--- src/rtl/spi_pkg.sv ---
// Shared definitions for the SPI slave sequencing FSM: state encoding and
// the default frame length.
package spi_pkg;

    localparam int FRAME_BITS_DEFAULT = 8;

    typedef enum logic [2:0] {
        IDLE        = 3'd0,
        GET_ADDR    = 3'd1,
        GOT_ADDR    = 3'd2,
        READ_LOAD   = 3'd3,
        READ_SHIFT  = 3'd4,
        WRITE_SHIFT = 3'd5,
        WRITE_STORE = 3'd6,
        DONE        = 3'd7
    } spiState_e;

endpackage

--- src/rtl/spi_bit_counter.sv ---
// SCLK edge counter for one frame. tc is combinational: it flags the pulse
// that completes the frame, so the FSM can leave the shift state on that
// same edge and clear the count. The count therefore never reaches
// FRAME_BITS and never wraps.
module spi_bit_counter
    import spi_pkg::*;
#(
    parameter int FRAME_BITS = FRAME_BITS_DEFAULT
) (
    input  logic clk,
    input  logic reset_n,
    input  logic clear,
    input  logic inc,
    output logic tc
);

    localparam int CW = $clog2(FRAME_BITS + 1);

    logic [CW-1:0] count;

    // Terminal count: the pulse being counted now is the last of the frame.
    always_comb begin
        tc = inc && (count == CW'(FRAME_BITS - 1));
    end

    // Count register; clear wins over inc.
    always_ff @(posedge clk or negedge reset_n) begin
        if (!reset_n) begin
            count <= '0;
        end else if (clear) begin
            count <= '0;
        end else if (inc) begin
            count <= count + 1'b1;
        end
    end

endmodule

--- src/rtl/spi_fsm.sv ---
// SPI slave transaction sequencer: address frame, then a read or write data
// frame, driving shift-register / data-memory strobes.
// Optional feature: define SPI_FSM_ABORT_FLAG_EN to add the abort output,
// a one-cycle pulse when chip select is withdrawn mid-transaction.
//
// state       | meaning
// ------------+-----------------------------------------------------------
// IDLE        | chip select inactive, waiting for cs_n low
// GET_ADDR    | counting address SCLK edges
// GOT_ADDR    | address latched (addr_we), decode rw_bit
// READ_LOAD   | shift register loaded from data memory (sr_we)
// READ_SHIFT  | shifting read data out, MISO driven (miso_buff)
// WRITE_SHIFT | shifting write data in
// WRITE_STORE | shift register written to data memory (dm_we)
// DONE        | frame complete, wait for cs_n high, SCLK ignored
module spi_fsm
    import spi_pkg::*;
#(
    parameter int FRAME_BITS = FRAME_BITS_DEFAULT
) (
    input  logic clk,
    input  logic reset_n,
    input  logic cs_n,
    input  logic sclk_pe,
    input  logic rw_bit,
    output logic addr_we,
    output logic sr_we,
    output logic dm_we,
    output logic miso_buff,
    output logic busy
`ifdef SPI_FSM_ABORT_FLAG_EN
    ,
    output logic abort
`endif
);

    spiState_e state;
    spiState_e stateNext;
    logic      cntInc;
    logic      cntClear;
    logic      cntTc;

    spi_bit_counter #(
        .FRAME_BITS (FRAME_BITS)
    ) uBitCounter (
        .clk     (clk),
        .reset_n (reset_n),
        .clear   (cntClear),
        .inc     (cntInc),
        .tc      (cntTc)
    );

    // State register.
    always_ff @(posedge clk or negedge reset_n) begin
        if (!reset_n) begin
            state <= IDLE;
        end else begin
            state <= stateNext;
        end
    end

    // Next state and counter control. The counter is held clear outside the
    // three shift states, so entering any of them always starts from zero.
    always_comb begin
        stateNext = state;
        cntInc    = 1'b0;
        cntClear  = 1'b1;
        if (cs_n && (state != IDLE)) begin
            stateNext = IDLE;
        end else begin
            unique case (state)
                IDLE:        if (!cs_n) stateNext = GET_ADDR;
                GET_ADDR: begin
                    cntInc   = sclk_pe;
                    cntClear = cntTc;
                    if (cntTc) stateNext = GOT_ADDR;
                end
                GOT_ADDR:    stateNext = rw_bit ? READ_LOAD : WRITE_SHIFT;
                READ_LOAD:   stateNext = READ_SHIFT;
                READ_SHIFT: begin
                    cntInc   = sclk_pe;
                    cntClear = cntTc;
                    if (cntTc) stateNext = DONE;
                end
                WRITE_SHIFT: begin
                    cntInc   = sclk_pe;
                    cntClear = cntTc;
                    if (cntTc) stateNext = WRITE_STORE;
                end
                WRITE_STORE: stateNext = DONE;
                DONE:        stateNext = DONE;
                default:     stateNext = IDLE;
            endcase
        end
    end

    // Moore outputs registered from the next-state decode, so each strobe is
    // a clean flop output aligned with the state it belongs to.
    always_ff @(posedge clk or negedge reset_n) begin
        if (!reset_n) begin
            addr_we   <= 1'b0;
            sr_we     <= 1'b0;
            dm_we     <= 1'b0;
            miso_buff <= 1'b0;
            busy      <= 1'b0;
        end else begin
            addr_we   <= (stateNext == GOT_ADDR);
            sr_we     <= (stateNext == READ_LOAD);
            dm_we     <= (stateNext == WRITE_STORE);
            miso_buff <= (stateNext == READ_SHIFT);
            busy      <= (stateNext != IDLE);
        end
    end

`ifdef SPI_FSM_ABORT_FLAG_EN
    // Abort flag: chip select withdrawn before the transaction reached DONE.
    always_ff @(posedge clk or negedge reset_n) begin
        if (!reset_n) begin
            abort <= 1'b0;
        end else begin
            abort <= cs_n && (state != IDLE) && (state != DONE);
        end
    end
`endif

endmodule

--- config.mk ---
export PLATFORM = sky130hd
export DESIGN_NAME = spi_fsm
export DESIGN_NICKNAME = d
export VERILOG_FILES = /design/src/rtl/spi_pkg.sv /design/src/rtl/spi_bit_counter.sv /design/src/rtl/spi_fsm.sv
export SDC_FILE = /design/constraint.sdc
export NUM_CORES = 1
export LEC_CHECK = 0
export ABC_AREA = 1
export CORE_MARGIN = 8
export CORE_UTILIZATION = 44
export DETAILED_ROUTE_END_ITERATION = 10
export MAX_ROUTING_LAYER = met4
export PLACE_DENSITY = 0.8
export SYNTH_ARGS = -nofsm -noshare
export SYNTH_HDL_FRONTEND = slang
export SYNTH_HIERARCHICAL = 1
export SYNTH_SLANG_ARGS = --single-unit
--- constraint.sdc ---
create_clock -name clk -period 1.6 [get_ports clk]
set_input_delay 0.48 -clock clk [delete_from_list [all_inputs] [get_ports clk]]
set_output_delay 0.48 -clock clk [all_outputs]
set_load 0.05 [all_outputs]
# ---- Yosys cells after proc, flatten, opt, wreduce, memory -nomap -nowiden
# Index checks and enable logic that the tools add are counted.
dict set report op_classes {
  add_sub_neg 1
  eq_ne 12
  muxes 13
  reduce_logical 8
}
# op count
set ops {}
lappend ops {{one-hot mux 3 bit (7 select lines)} 1}
lappend ops {{== test 3 bit, second input constant} 6}
lappend ops {{two-way mux 3 bit} 6}
lappend ops {{== test 3 x 2 -> 1 bit, second input constant} 4}
lappend ops {{two-way mux 4 bit} 2}
lappend ops {{nonzero test 3 bit} 2}
lappend ops {{adder 4 x 1 -> 4 bit, second input constant} 1}
lappend ops {{== test 4 x 3 -> 1 bit, second input constant} 1}
lappend ops {{two-way mux 1 bit} 4}
lappend ops {{== test 3 x 1 -> 1 bit, second input constant} 1}
lappend ops {{logical NOT 3 bit} 1}
lappend ops {{OR reduction 3 bit} 1}
lappend ops {{logical AND 1 bit} 2}
lappend ops {{nonzero test 2 bit} 1}
lappend ops {{OR reduction 2 bit} 1}
dict set report totals {
  reg_bits 12
  input_bits 5
  output_inout_bits 5
  elab_cells 41
}

# ---- Logic depth before layout (Yosys ltp)
# Gate-level depths: netlist of the first run.
dict set report depth {
  depth_word 9
  depth_mapped 13
  depth_no_buf 13
}

# ---- Hierarchy
# The synthesis of the first run kept the hierarchy.
# mod n_inst cells_per_inst area_per_inst_um2 seq_area_each_um2
set by_module_without_submodules {}
lappend by_module_without_submodules {spi_fsm 1 44 381.6 200.2}
lappend by_module_without_submodules {spi_bit_counter 1 25 205.2 100.1}

# ---- Least setup slack after synthesis of the first run
# Ideal clock, no wire load.
dict set report synth_path {
  path_kind {register to register}
  from {register state[2]}
  to {register uBitCounter.count[3]}
  setup_ns 0.119
  arrival_ns 1.588
  t_required_ns 1.481
  setup_slack_ns -0.107
  path_stages_with_launch 14
  path_buffers 0
  period_less_slack_ns 1.707
  path_cell_list {dfrtp_1 inv_2 nand2_1 nand3_1 nor2_1 nand3_1 nor2_1 nor2_1 nand3_1 nor2_2 nor2_4 nand3_1 nand2_1 nor2_1}
}
dict set report synth_via {
  elab_chain_len 8
  word_cells_on_any_way 13
  classes_between {eq/ne: 3; mux: 5; reduce/logical: 5}
}
# element line
set synth_lines {}
lappend synth_lines {{start: declaration} spi_fsm.sv:37} ;# spiState_e state;
lappend synth_lines {{start signal: assignment} spi_fsm.sv:58} ;# state <= stateNext;
lappend synth_lines {{== test 3 bit or == test 3 x 1 -> 1 bit (tied branches)} spi_fsm.sv:71} ;# unique case (state)
lappend synth_lines {{OR reduction 3 bit (no source line)} --}
lappend synth_lines {{two-way mux 1 bit} spi_fsm.sv:71}
lappend synth_lines {{two-way mux 1 bit (*)} spi_fsm.sv:68} ;# if (cs_n && (state != IDLE)) begin
lappend synth_lines {{named net cntInc} spi_fsm.sv:39} ;# logic cntInc;
lappend synth_lines {{logical AND 1 bit (*)} spi_bit_counter.sv:23} ;# tc = inc && (count == CW'(FRAME_BITS - 1));
lappend synth_lines {{named net cntTc} spi_fsm.sv:41} ;# logic cntTc;
lappend synth_lines {{two-way mux 1 bit (*)} spi_fsm.sv:71}
lappend synth_lines {{two-way mux 1 bit (*)} spi_fsm.sv:68}
lappend synth_lines {{named net cntClear} spi_fsm.sv:40} ;# logic cntClear;
lappend synth_lines {{two-way mux 4 bit or nonzero test 2 bit (tied branches)} --}
lappend synth_lines {{end signal: assignment} spi_bit_counter.sv:33} ;# count <= count + 1'b1;
lappend synth_lines {{end: declaration} spi_bit_counter.sv:19} ;# logic [CW-1:0] count;
# The timed path passes the listed nets; every way through them passes the cells marked *.
# A chain may end at the register's enable or synchronous reset.

# ---- Worst setup path after layout of the first run
dict set report layout_path {
  from {register uBitCounter.count[0]}
  to {register uBitCounter.count[3]}
}
dict set report layout_via {
  elab_chain_len 5
  word_cells_on_any_way 8
  classes_between {add/sub: 1; eq/ne: 1; mux: 4; reduce/logical: 2}
}
# element line
set layout_lines {}
lappend layout_lines {{== test 4 x 3 -> 1 bit (*)} spi_bit_counter.sv:23}
lappend layout_lines {{logical AND 1 bit (*)} spi_bit_counter.sv:23}
lappend layout_lines {{named net cntTc} spi_fsm.sv:41}
lappend layout_lines {{two-way mux 1 bit (*)} spi_fsm.sv:71}
lappend layout_lines {{two-way mux 1 bit (*)} spi_fsm.sv:68}
lappend layout_lines {{named net cntClear} spi_fsm.sv:40}
lappend layout_lines {{two-way mux 4 bit or nonzero test 2 bit (tied branches)} --}
# The timed path passes the listed nets; every way through them passes the cells marked *. The select of a mux whose other input is x is not followed.

==> reports/results.tsv, run 1 <==
stage	metric	value	unit
outcome	status	finished, final reports clean	
placement	Post-Place Worst Slack	-0.4754	ns
critical_path	CP Max Fanout	3	
synthesis	Post-Syn Instances	69	
critical_path	CP Capture Type	register	
detailed_routing	DR vias/cell	5.287	
placement	gpl congestion	0.9455	
flow_run	max-cap violations	0	
synthesis	synthesized area	586.8	um^2
power_and_ir_drop	pwr/cell area	1003	mW/mm^2
power_and_ir_drop	P_sw	0.0003491	W
global_route	first-pass GRT wire length	2.359	mm
clocking	Clock Sinks	12	
sta	Final Setup Violations	0	
sta	RSZ-0062 raised after global routing	yes	
placement	placed inst area	833.3	um^2
synthesis	Synth top cells by count	dfrtp_1, nand2_1, nor2_1	
global_route	initial antenna violation count	0	
layout	Post-layout nets	107	
clocking	CTS tree	yes	
sta	Setup TNS Final	0	ns
sta	Final Critical Period	1.575	ns
sta	Worst Hold Margin	0.5020	ns
detailed_routing	total number of vias	608	
layout	design area	983.4	um^2
sta	Final period util	98.42	%
sta	Slew Viols, Final	0	
detailed_routing	wire length on met1	658	um
power_and_ir_drop	Max VDD drop	0.5856	mV
detailed_routing	Avg WL per Cell	15.17	um
critical_path	critical path data arrival time	1.75	ns
sta	clock skew	0.001010	ns
detailed_routing	DRT Pass-1 Iters	4	
layout	Antenna Cells	0	
global_route	grt total ovfl	0	
power_and_ir_drop	sequential share of power	35.1	%
clocking	clock transition at the registers of the reported paths	0.08	ns
critical_path	Worst R2R Path Depth	9	
synthesis	top cells by area, synth	dfrtp_1, nand3_1, nand2_1	
global_route	largest net degree at the start of global routing	13	
critical_path	R2R Setup Slk	0.03	ns
layout	fillers	88	
clocking	CTS Buf Count	3	
sta	worst slew pin tran	0.2361	ns
detailed_routing	uppermost layer routed	met4	
synthesis	largest area contributor in the netlist	dfrtp_1	
critical_path	Critical Path RT	1.78	ns
synthesis	Synth Area per Inst	8.505	um^2
power_and_ir_drop	Comb power frac	39.4	%
detailed_routing	Met3 Wirelength	94	um
clocking	latest clock arrival within the worst-skew pair	0.28	ns
layout	P&R area growth vs syn	67.59	%
synthesis	Post-synth EDFFs	0	
die	starting density of the core	46.25	%
power_and_ir_drop	Internal	0.0006374	W
die	die area	0.002758	mm^2
critical_path	FF-to-FF End	uBitCounter/count[3]$_DFFE_PN0P_	
global_route	Overall Global Routing Usage	11.67	%
sta	endpoints failing hold	0	
placement	Buffers on Ports	9	
synthesis	synth warn	6	
sta	slack of the critical path	0.02520	ns
power_and_ir_drop	leakage power	0.4918	nW
power_and_ir_drop	clock network fraction of design power	25.5	%
clocking	hold_buf cts	0	
detailed_routing	DRT iter0 DRCs	10	
hold_path	worst min path class	in -> async	
critical_path	startpoint types	register	
clocking	htree depth	1	
synthesis	share of the synthesized area in the top cell type	51.17	%
layout	fin util	77.51	%
sta	highest clock rate	635.0	MHz
synthesis	Unique masters post-synth	15	
synthesis	register bit total from synthesis	12	
layout	ratio of cells with drive above 1 in the final layout	53.00	%
critical_path	type of the worst setup path	reg -> reg	
synthesis	async set-reset flop share out of synthesis	100.0	%
clocking	clk root buf	clkbuf_4	
detailed_routing	post-route DRC violation count	0	
die	Die Ht	52.52	um
synthesis	most common cell in the synthesized netlist	dfrtp_1	
synthesis	Primary FF master, synth	dfrtp_1	
die	Rows	13	
placement	DP HPWL	1.073	mm
detailed_routing	DR WL met2	978	um
clocking	Bufs on Longest Clock Path	2	
synthesis	Seq/Total Area, Yosys	51.17	%
die	Die Span X	52.52	um
power_and_ir_drop	sw frac	35.39	%
die	I/O pin cnt	10	
detailed_routing	Antenna Nets Post-Route	0	
sta	Worst slew margin	84.26	%
critical_path	RR Startpoint	uBitCounter/count[0]$_DFFE_PN0P_	
detailed_routing	routed wire length	1.745	mm
global_route	vias in the first global route	597	
die	Core ar.	0.001269	mm^2
synthesis	syn nets	75	
-- cell type report --
| class | count | area [um^2] | share of cell area (%) |
|---|---|---|---|
| timing repair buffer | 27 | 272.8 | 27.74 |
| clock buffer | 4 | 36.28 | 3.690 |
| inverter | 10 | 38.79 | 3.944 |
| multi-input combinational | 47 | 316.6 | 32.19 |
| tap | 15 | 18.77 | 1.908 |
| sequential | 12 | 300.3 | 30.53 |
-- cell families after synthesis --
logic type | Yosys count | synth area share (%)
flip-flops | 12 | 51.17
adder cells (fa/ha/maj) | 1 | 2.132
AO/OA/AOI/OAI | 5 | 4.904
AND/OR/NAND/NOR | 41 | 35.18
buffers and inverters | 10 | 6.609
-- layout by cell type, fill, tap and decap left out, types with 3 or more instances in the layout --
cell type / count
buf_4: 18
nor2_1: 7
nand3_1: 3
inv_1: 5
nand2_1: 10
nor2_4: 4
nand3_2: 8
nand2_2: 3
a21oi_1: 3
nor2_2: 3
dfrtp_1: 12
inv_2: 4
buf_12: 5
clkbuf_4: 3
-- stage by stage --
stage,instances,total power (W)
2_1_floorplan,69,0.0005357
5_1_grt,115,0.001036
4_1_cts,109,0.0008819
3_5_place_dp,102,0.0006276
3_3_place_gp,102,0.0006153
6_report,115,0.0009865
-- sequential cells by signal, summed over array words and instances, names as in the netlist --
signal             count
uBitCounter/count      4
busy                   1
miso_buff              1
dm_we                  1
addr_we                1
state                  3
sr_we                  1
-- critical path: stages (launching register included) --
cell     delay, ns
dfrtp_1       0.42
ha_1          0.26
nand3_4       0.12
nor2_4        0.05
nor2_2        0.11
nand3_2       0.12
nor2_4        0.15
nor2_4        0.06
a21oi_2       0.12
nor2_1        0.06
-- timing repair --
item	CTS	global route
pin swaps	4	6
gates resized for setup	3	11
setup buffers	3	6
setup endpoints to repair	9	4
-- layer usage --
metal | track usage [%] | up-vias
met5 | - | -
met4 | 5.172 | 0
met3 | 4.545 | 2
met2 | 19.76 | 18
met1 | 11.55 | 306
li1 | - | 282
-- worst max-delay path by stage --
stage	slack, ns	startpoint	cells past startpoint	end
2_1_floorplan	0.008	state[2]$_DFF_PN0_	13	uBitCounter/count[3]$_DFFE_PN0P_
3_3_place_gp	-0.44	sclk_pe	12	uBitCounter/count[3]$_DFFE_PN0P_
6_report	0.03	uBitCounter/count[0]$_DFFE_PN0P_	9	uBitCounter/count[3]$_DFFE_PN0P_
4_1_cts	0.04	state[0]$_DFF_PN0_	12	uBitCounter/count[3]$_DFFE_PN0P_
3_5_place_dp	-0.48	sclk_pe	12	uBitCounter/count[3]$_DFFE_PN0P_
5_1_grt	-0.06	uBitCounter/count[0]$_DFFE_PN0P_	9	uBitCounter/count[3]$_DFFE_PN0P_
-- power by group through the flow --
stage	logic [W]	registers [W]	clock network (W)
global route	0.000419	0.000348	0.000269
finish	0.000389	0.000346	0.000251
CTS	0.000292	0.000342	0.000247
detailed placement	0.000279	0.000349	0
floorplan	0.000188	0.000348	0
global placement	0.000269	0.000346	0
Power figures use the tool's default switching activity.
==> run 2: changes to the inputs <==
--- a/config.mk
+++ b/config.mk
@@ -6,11 +6,14 @@
 export NUM_CORES = 1
 export LEC_CHECK = 0
 export ABC_AREA = 1
+export CELL_PAD_IN_SITES_DETAIL_PLACEMENT = 1
+export CELL_PAD_IN_SITES_GLOBAL_PLACEMENT = 2
 export CORE_MARGIN = 8
-export CORE_UTILIZATION = 44
+export CORE_UTILIZATION = 26
+export CTS_CLUSTER_DIAMETER = 60
 export DETAILED_ROUTE_END_ITERATION = 10
 export MAX_ROUTING_LAYER = met4
-export PLACE_DENSITY = 0.8
+export PLACE_DENSITY = 0.79
 export SYNTH_ARGS = -nofsm -noshare
 export SYNTH_HDL_FRONTEND = slang
 export SYNTH_HIERARCHICAL = 1
==> run 2 against run 1 <==
  * Cell area rose by 3.8%
  * First-iteration DRC count rose by 40%
  * Critical endpoint is now dm_we$_DFF_PN0_
  * Largest cell class unchanged
  * Die area rose by 46%
==> reports/results.tsv, run 2 (synthesized netlist as in run 1, its figures left out) <==
stage	metric	value	unit
outcome	status	finished, final reports clean	
detailed_routing	DR vias/cell	4.397	
placement	gpl congestion	0.8003	
die	Die Span X	63.51	um
critical_path	crit-path max cell delay	0.36	ns
power_and_ir_drop	total power	0.001012	W
power_and_ir_drop	Comb power frac	42.5	%
layout	most frequent cells in the layout	buf_4, dfrtp_1, nand2_1, nor2_1	
detailed_routing	total number of vias	554	
sta	Worst slew margin	82.95	%
critical_path	CP startpoint	state[0]$_DFF_PN0_	
critical_path	CP Buf/Inv Count	1	
clocking	htree depth	1	
detailed_routing	Antenna Nets Post-Route	0	
sta	Final period util	96.11	%
die	Core ar.	0.002170	mm^2
sta	Worst Hold Margin	0.5067	ns
power_and_ir_drop	sw frac	34.63	%
layout	design area	0.001021	mm^2
layout	Largest register FFs	4	
sta	Slew Viols, Final	0	
critical_path	CP top delay family	simple AND/OR/NAND/NOR gates	
critical_path	CP max stage cell	dfrtp_1	
global_route	initial antenna violation count	0	
power_and_ir_drop	leakage power	0.4834	nW
detailed_routing	post-route DRC violation count	0	
global_route	largest net degree at the start of global routing	13	
clocking	Bufs on Longest Clock Path	2	
flow_run	max-cap violations	0	
clocking	latest clock arrival within the worst-skew pair	0.27	ns
die	starting density of the core	27.05	%
clocking	hold_buf cts	0	
sta	clock skew	0.003110	ns
critical_path	CP dominant cell by count	nand3_4	
clocking	CTS tree	yes	
die	die area	0.004033	mm^2
detailed_routing	routed wire length	1.654	mm
layout	most common library cell in the layout ignoring fill and taps	buf_4	
power_and_ir_drop	pwr/cell area	990.7	mW/mm^2
hold_path	worst min path class	in -> async	
sta	Final Critical Period	1.538	ns
critical_path	startpoint types	register	
critical_path	CP Capture Type	register	
die	I/O pin cnt	10	
placement	Post-Place Worst Slack	-0.5361	ns
layout	P&R area growth vs syn	73.99	%
detailed_routing	DRT Pass-1 Iters	4	
clocking	clk root buf	clkbuf_4	
detailed_routing	DRT iter0 DRCs	14	
sta	slack of the critical path	0.06229	ns
power_and_ir_drop	clock network fraction of design power	23.6	%
global_route	vias in the first global route	580	
clocking	Clock Sinks	12	
power_and_ir_drop	sequential share of power	33.9	%
global_route	grt total ovfl	0	
layout	largest registers	uBitCounter/count: 4 flops, state: 3 flops	
placement	Buffers on Ports	9	
critical_path	RR Startpoint	state[0]$_DFF_PN0_	
critical_path	Critical Path RT	1.76	ns
sta	Final Setup Violations	0	
layout	Biggest register	uBitCounter/count	
global_route	first-pass GRT wire length	2.490	mm
sta	endpoints failing hold	0	
critical_path	CP Max Fanout	3	
critical_path	type of the worst setup path	reg -> reg	
layout	ratio of cells with drive above 1 in the final layout	55.10	%
clocking	clock transition at the registers of the reported paths	0.08	ns
sta	worst slew pin tran	0.2557	ns
power_and_ir_drop	Internal	0.0006612	W
placement	DP HPWL	1.233	mm
sta	RSZ-0062 raised after global routing	yes	
die	Die Ht	63.51	um
layout	Post-layout nets	105	
global_route	Overall Global Routing Usage	7.832	%
detailed_routing	Avg WL per Cell	13.13	um
critical_path	critical path data arrival time	1.69	ns
layout	Antenna Cells	0	
layout	non-filler cells, final	126	
placement	placed inst area	849.6	um^2
critical_path	CP Cell Sequence	inv_2 > nand2_4 > nand3_4 > nor2_4 > nand3_4 > nor2_4 > nand2_1 > nand3_1 > nand3_4 > nand2_2 > nor2_1	
clocking	CTS Buf Count	3	
placement	dpl cells	115	
sta	highest clock rate	650.3	MHz
power_and_ir_drop	Max VDD drop	0.4348	mV
die	Rows	17	
power_and_ir_drop	P_sw	0.0003503	W
==> run 2: cell count changes in the layout (fill, tap and decap cells not counted), sizes merged <==
cell,delta
buf,-2
==> run 2: final timing paths <==
path	slack [ns]	cells past startpoint	end
setup / recovery	0.06	11	dm_we$_DFF_PN0_
hold / removal	0.51	2	busy$_DFF_PN0_
setup reg to reg	0.06	11	dm_we$_DFF_PN0_
hold reg to reg	0.52	2	uBitCounter/count[1]$_DFFE_PN0P_
max in group asynchronous	0.94	2	state[0]$_DFF_PN0_
min in group clk	0.52	2	uBitCounter/count[1]$_DFFE_PN0P_
==> run 2: worst reg2reg max path, cell delays in order (launching register included) <==
cell and delay [ns]:
dfrtp_1 0.36, inv_2 0.06, nand2_4 0.08, nand3_4 0.07, nor2_4 0.13, nand3_4 0.09, nor2_4 0.18, nand2_1 0.07
nand3_1 0.14, nand3_4 0.11, nand2_2 0.10, nor2_1 0.04
==> run 2: per-layer routing <==
metal	track usage, %	vias up	part of all wire, %
met5	-	-	0
met1	7.653	264	39
met4	0.8357	0	0
li1	-	279	-
met3	4.594	0	7.0
met2	13.56	11	54
==> run 2: power groups by stage <==
stage / combinational, W / sequential [W] / clock, W
6_report: 0.000430 / 0.000343 / 0.000238
5_1_grt: 0.000472 / 0.000345 / 0.000263
4_1_cts: 0.000292 / 0.000341 / 0.000252
3_5_place_dp: 0.000286 / 0.000347 / 0
3_3_place_gp: 0.000280 / 0.000348 / 0
2_1_floorplan: 0.000188 / 0.000348 / 0
==> run 2: area by class of cell <==
cell class	instances	area, um^2
clock buffer	4	36.28
timing repair buffer	25	257.7
fill	246	1149
multi-input combinational	47	352.8
tap	28	35.03
inverter	10	38.79
sequential	12	300.3
==> run 2: through the flow <==
step / TNS [ns] / utilization, %
final: 0 / 47.06
after global routing: -0.1632 / 47.06
after CTS: 0 / 42.21
after detailed placement: -4.313 / 39.16
after global placement: -3.895 / 39.16
after floorplan: 0 / -
==> run 2: what timing repair did <==
item	in CTS	in global routing
setup endpoints to repair	10	6
resized for setup	6	16
buffers inserted	2	5
pin swaps	6	9
